## src/rtl/onewire_pkg.sv

```systemverilog
// -----------------------------------------------------------------------------
// onewire_pkg
//   Shared definitions for the 1-wire command scheduler: protocol frame width,
//   completion status codes and the scheduler state encoding.
// -----------------------------------------------------------------------------
package onewire_pkg;

    localparam int FRAME_W = 56;

    localparam logic [1:0] ST_OK      = 2'b00;
    localparam logic [1:0] ST_RXERR   = 2'b01;
    localparam logic [1:0] ST_TIMEOUT = 2'b10;

    typedef enum logic [2:0] {
        IDLE    = 3'd0,
        START   = 3'd1,
        WAIT_TX = 3'd2,
        WAIT_RX = 3'd3,
        DONE    = 3'd4
    } state_e;

endpackage

```

## src/rtl/onewire_rr_arbiter.sv

```systemverilog
// -----------------------------------------------------------------------------
// onewire_rr_arbiter
//   Combinational round-robin pick: returns the first set request bit at or
//   after ptr_i, wrapping around. The pointer register lives in the caller.
// Ports:
//   req_i   - request vector
//   ptr_i   - highest-priority index this round
//   gnt_o   - one-hot grant (zero when no request)
//   idx_o   - index of the granted requester
//   valid_o - at least one request is pending
// -----------------------------------------------------------------------------
module onewire_rr_arbiter #(
    parameter int N_REQ = 4
) (
    input  logic [N_REQ-1:0]         req_i,
    input  logic [$clog2(N_REQ)-1:0] ptr_i,
    output logic [N_REQ-1:0]         gnt_o,
    output logic [$clog2(N_REQ)-1:0] idx_o,
    output logic                     valid_o
);

    localparam int IW = $clog2(N_REQ);

    always_comb begin
        logic [IW-1:0] k;
        gnt_o   = '0;
        idx_o   = '0;
        valid_o = 1'b0;
        k       = '0;
        for (int i = 0; i < N_REQ; i++) begin
            k = IW'((int'(ptr_i) + i) % N_REQ);
            if (!valid_o && req_i[k]) begin
                valid_o  = 1'b1;
                gnt_o[k] = 1'b1;
                idx_o    = k;
            end
        end
    end

endmodule

```

## src/rtl/onewire_cmd_sched.sv

```systemverilog
// -----------------------------------------------------------------------------
// onewire_cmd_sched
//   Shares one 1-wire master between N_REQ requesters. A round-robin winner's
//   frame is latched, transmitted, and the response (or a timeout) is returned
//   to that requester with a one-cycle o_done pulse.
//   Optional macro ONEWIRE_SCHED_RETRY_EN: re-send the latched frame up to
//   MAX_RETRY times on rx error or timeout before reporting.
// Ports:
//   clk, reset            - clock, synchronous active-high reset
//   i_req / i_req_data    - request levels and flattened request frames
//   o_grant / o_done      - one-hot served requester / completion pulse
//   o_status / o_resp     - completion status and response frame
//   o_busy                - scheduler not idle
//   o_tx_data/o_tx_start  - transmitter frame and start pulse
//   i_tx_busy/i_tx_done   - transmitter status
//   i_rx_valid/i_rx_command/i_rx_error - receiver frame strobe, data, error
// -----------------------------------------------------------------------------
module onewire_cmd_sched #(
    parameter int N_REQ       = 4,
    parameter int FRAME_W     = onewire_pkg::FRAME_W,
    parameter int TIMEOUT_CYC = 100000,
    parameter int MAX_RETRY   = 2
) (
    input  logic                     clk,
    input  logic                     reset,
    input  logic [N_REQ-1:0]         i_req,
    input  logic [N_REQ*FRAME_W-1:0] i_req_data,
    output logic [N_REQ-1:0]         o_grant,
    output logic [N_REQ-1:0]         o_done,
    output logic [1:0]               o_status,
    output logic [FRAME_W-1:0]       o_resp,
    output logic                     o_busy,
    output logic [FRAME_W-1:0]       o_tx_data,
    output logic                     o_tx_start,
    input  logic                     i_tx_busy,
    input  logic                     i_tx_done,
    input  logic                     i_rx_valid,
    input  logic [FRAME_W-1:0]       i_rx_command,
    input  logic                     i_rx_error
);

    import onewire_pkg::*;

    localparam int IW = $clog2(N_REQ);
    localparam int CW = $clog2(TIMEOUT_CYC + 1);

    state_e             state_q, state_d;
    logic [N_REQ-1:0]   grant_q, grant_d, done_q, done_d;
    logic [IW-1:0]      ptr_q, ptr_d, gidx_q, gidx_d;
    logic [FRAME_W-1:0] tx_data_q, tx_data_d, resp_q, resp_d;
    logic               tx_start_q, tx_start_d;
    logic [1:0]         status_q, status_d;
    logic [CW-1:0]      cnt_q, cnt_d;

    logic [N_REQ-1:0]   arb_gnt;
    logic [IW-1:0]      arb_idx;
    logic               arb_valid;
    logic               timeout, rx_event, rx_fail, retry_take;

    onewire_rr_arbiter #(.N_REQ(N_REQ)) u_arb (
        .req_i   (i_req),
        .ptr_i   (ptr_q),
        .gnt_o   (arb_gnt),
        .idx_o   (arb_idx),
        .valid_o (arb_valid)
    );

    // A received frame wins over a timeout landing on the same cycle.
    assign timeout  = (cnt_q == CW'(TIMEOUT_CYC - 1));
    assign rx_event = i_rx_valid || timeout;
    assign rx_fail  = i_rx_valid ? i_rx_error : timeout;

`ifdef ONEWIRE_SCHED_RETRY_EN
    localparam int RW = $clog2(MAX_RETRY + 2);
    logic [RW-1:0] retry_q;

    assign retry_take = rx_fail && (retry_q < RW'(MAX_RETRY));

    always_ff @(posedge clk) begin
        if (reset)
            retry_q <= '0;
        else if (state_q == IDLE && arb_valid)
            retry_q <= '0;
        else if (state_q == WAIT_RX && rx_event && retry_take)
            retry_q <= retry_q + RW'(1);
    end
`else
    // Retries compiled out; the MAX_RETRY term folds to zero.
    assign retry_take = rx_fail & (MAX_RETRY < 0);
`endif

    // State register
    always_ff @(posedge clk) begin
        if (reset) state_q <= IDLE;
        else       state_q <= state_d;
    end

    // Next-state logic
    always_comb begin
        state_d = state_q;
        unique case (state_q)
            IDLE:    if (arb_valid)  state_d = START;
            START:   if (!i_tx_busy) state_d = WAIT_TX;
            WAIT_TX: if (i_tx_done)  state_d = WAIT_RX;
            WAIT_RX: if (rx_event)   state_d = retry_take ? START : DONE;
            DONE:                    state_d = IDLE;
            default:                 state_d = IDLE;
        endcase
    end

    // Output / datapath next-state logic
    always_comb begin
        grant_d    = grant_q;
        gidx_d     = gidx_q;
        ptr_d      = ptr_q;
        tx_data_d  = tx_data_q;
        tx_start_d = 1'b0;
        done_d     = '0;
        status_d   = status_q;
        resp_d     = resp_q;
        cnt_d      = cnt_q;
        unique case (state_q)
            IDLE: begin
                if (arb_valid) begin
                    grant_d   = arb_gnt;
                    gidx_d    = arb_idx;
                    tx_data_d = i_req_data[int'(arb_idx)*FRAME_W +: FRAME_W];
                end
            end
            START: begin
                if (!i_tx_busy) tx_start_d = 1'b1;
            end
            WAIT_TX: begin
                if (i_tx_done) cnt_d = '0;
            end
            WAIT_RX: begin
                cnt_d = cnt_q + CW'(1);
                // Status/response change only on the reported attempt so they
                // stay stable between o_done pulses.
                if (rx_event && !retry_take) begin
                    if (i_rx_valid) begin
                        resp_d   = i_rx_command;
                        status_d = i_rx_error ? ST_RXERR : ST_OK;
                    end else begin
                        status_d = ST_TIMEOUT;
                    end
                end
            end
            DONE: begin
                done_d  = grant_q;
                grant_d = '0;
                ptr_d   = (gidx_q == IW'(N_REQ - 1)) ? '0 : gidx_q + IW'(1);
            end
            default: ;
        endcase
    end

    always_ff @(posedge clk) begin
        if (reset) begin
            grant_q    <= '0;
            gidx_q     <= '0;
            ptr_q      <= '0;
            tx_data_q  <= '0;
            tx_start_q <= 1'b0;
            done_q     <= '0;
            status_q   <= ST_OK;
            resp_q     <= '0;
            cnt_q      <= '0;
        end else begin
            grant_q    <= grant_d;
            gidx_q     <= gidx_d;
            ptr_q      <= ptr_d;
            tx_data_q  <= tx_data_d;
            tx_start_q <= tx_start_d;
            done_q     <= done_d;
            status_q   <= status_d;
            resp_q     <= resp_d;
            cnt_q      <= cnt_d;
        end
    end

    assign o_grant    = grant_q;
    assign o_done     = done_q;
    assign o_status   = status_q;
    assign o_resp     = resp_q;
    assign o_busy     = (state_q != IDLE);
    assign o_tx_data  = tx_data_q;
    assign o_tx_start = tx_start_q;

endmodule

```

## config.mk

```make
export PLATFORM = sky130hd
export DESIGN_NAME = onewire_cmd_sched
export DESIGN_NICKNAME = d
export VERILOG_FILES = /design/src/rtl/onewire_pkg.sv /design/src/rtl/onewire_rr_arbiter.sv /design/src/rtl/onewire_cmd_sched.sv
export SDC_FILE = /design/constraint.sdc
export NUM_CORES = 1
export LEC_CHECK = 0
export BUFFER_PORTS_ARGS = -buffer_cell sky130_fd_sc_hd__buf_2
export CAP_MARGIN = 0
export CORE_AREA = 3 3 161 163
export CTS_BUF_LIST = sky130_fd_sc_hd__clkbuf_4
export CTS_CLUSTER_SIZE = 30
export DETAILED_ROUTE_END_ITERATION = 8
export DIE_AREA = 0 0 164 166
export RECOVER_POWER = 25
export SYNTH_ARGS = -nofsm -noshare
export SYNTH_HDL_FRONTEND = slang
export SYNTH_SLANG_ARGS = --single-unit
```

## constraint.sdc

```tcl
create_clock -name clk -period 2.74 [get_ports clk]
set_input_delay 0.548 -clock clk [delete_from_list [all_inputs] [get_ports clk]]
set_output_delay 0.548 -clock clk [all_outputs]
set_load 0.1 [all_outputs]
```

==> metrics.yaml <==
outcome: "complete, but fails checks"
failed_checks: "max-capacitance violations, max-slew violations"
synth_top_flop_cell: "dfxtp_1"
setup_viol: 0
cts_tree: "done"
cp-startpoint: "ptr_q[0]"
first_global_vias: 8038
grt_max_degree: 87
final_layout_size_suffix_gt1_frac: 0.377
r2r-start: "ptr_q[0]"
rsz0062_at_grt: "false"
avgSynthCellArea_um2: 8.14
nFillCells: 2500
drc_errors: 0
place_ws_ns: -0.0798
cts_inserted_buffers: 17
final_cell_mix: "buf_2, nand2_1, dfxtp_1"
htreeDepth: 4
track_usage: 0.204
cts_buffer_depth: 2
overflow: 0
slew_headroom: -0.165
drv_slew: 87
die_w_um: 164
insertion_delay_ns: 0.55
wire_per_inst_um: 17.3
drt_iter0_markers: 427
path_clk_slew_ns: 0.15
final_common_cell: "buf_2"
required_ns: 3.17
dp.final_hpwl_mm: 22.1
path_max_fanout: 10
antenna_found_initial: 10
critPathCaptureType: "register"
cts-root-buf: "clkbuf_4"
power_mw: 5.94
ioPinCount: 414
cts_hold_buf: 0
start_kind: "register"
synth-edff-count: 0
grt_pass1_wl_mm: 44.0
leakage_nw: 5.06
yosys_warnings: 0
powerDensity_nw_per_um2: 566
worstMarginPinSlew_ns: 1.75
synth_nets: 1246
period_share: 0.948
finalWorstSetupSlack_ns: 0.142
ant_nets: 0
syn_to_final_growth_pct: 36.4
clock.fmax_mhz: 385
worstHoldStart: "i_tx_busy"
synth.distinct_cells: 53
firstDrtPassIters: 4
initial_utilization: 0.315
ys_ff_latch: 147
routed_wirelength_mm: 29.1
hold_path.class: "primary input to register"
rows: 57
critical_path_class: "register to register"
synthCells: 946
vias: 8316
dieArea_um2: 27200
die_y_um: 166
synth.yosys.seq_area_share: 0.382
clock_skew_ns: 0.0259
worstPathArrival_ns: 3.03
hold_viol: 0
place.gp.congestion: 0.867
io_buffers: 413
layout_min_cycle_time_ns: 2.60
drv_cap: 1
ir_drop_v: 0.000401
async_flop_share: 0
core_um2: 24500
synth_area_um2: 7700
vias_per_cell: 4.95
clock_sinks: 147
layout.nets: 1639
[logic make-up after synthesis]
logic type	Yosys count	share of synthesized area
flops	147	0.382
compound gates	235	0.193
mux	67	0.0943
buf+inv	87	0.0615
fa+ha+maj	10	0.0163
simple gates	400	0.253
[state kept, by name (all words and copies together) (netlist names)]
register    flops
o_resp         56
o_tx_data      56
cnt_q          17
o_done          4
o_grant         4
state_q         3
gidx_q          2
o_status        2
ptr_q           2
o_tx_start      1
[timing repair]
| action | CTS | global route |
|---|---|---|
| setup buffers | 0 | 3 |
| pin swaps | 0 | 1 |
| gates resized for setup | 3 | 6 |
| setup endpoints to repair | 3 | 54 |
[through the flow]
step            util  instance area (um2)  cells  setup TNS [ns]  hold WS, ns
6_report       0.429                10500   1681               0        0.200
5_1_grt        0.429                10500   1679               0        0.126
4_1_cts        0.428                10500   1673               0        0.129
3_5_place_dp   0.415                10200   1641          -0.157        0.443
3_3_place_gp   0.415                10200   1641         -0.0464        0.439
2_1_floorplan      -                 7700    946               0        0.455
[final timing paths]
kind / to / slack (ns) / cells past startpoint
max: o_tx_data[47] / 0.14 / 10
min: o_tx_start / 0.20 / 2
max reg2reg: o_tx_data[47] / 0.14 / 10
min reg2reg: o_resp[34] / 0.46 / 2
[cells in the mapped netlist, drive strengths merged (6+ instances only)]
cell,number,share of area
nand2,197,0.096
dfxtp,147,0.38
and3,111,0.090
a21oi,78,0.051
o21ai,71,0.046
clkbuf,60,0.030
mux2i,59,0.077
o211ai,57,0.063
nor2,30,0.015
buf,21,0.029
nor3,12,0.0078
ha,10,0.016
nand3,10,0.0065
and2,8,0.0065
or3,6,0.0055
[worst max-delay path: stages, from the launching register on]
cell and delay, ns:
dfxtp_1 0.41, clkinv_2 0.08, ha_1 0.30, buf_4 0.17
mux4_2 0.29, nor2b_4 0.07, or3_4 0.41, nand2_8 0.15
buf_6 0.20, mux2i_1 0.29, o211ai_1 0.10
[final cells by class]
type	count	area (um2)	share of cell area
Antenna cell	5	12.5	0.00119
Clock buffer	17	128	0.0122
Clock inverter	15	164	0.0156
Inverter	6	23.8	0.00226
Multi-Input combinational cell	712	4350	0.414
Sequential cell	147	2940	0.280
Tap cell	324	405	0.0386
Timing Repair Buffer	455	2470	0.236
[where the power goes]
group          total (mW)  internal, mW  switching, mW
sequential           2.36          2.28         0.0824
clock                1.49         0.498          0.989
combinational        2.09         0.542           1.55
total                5.94          3.32           2.62
[metal layers]
layer,track usage,part of all wire,vias up
met5,0,0.0021,-
met4,0.0585,0.020,12
met3,0.0546,0.075,44
met2,0.364,0.52,324
met1,0.236,0.39,3774
li1,-,-,4162
(Power assumes the default switching activity.)
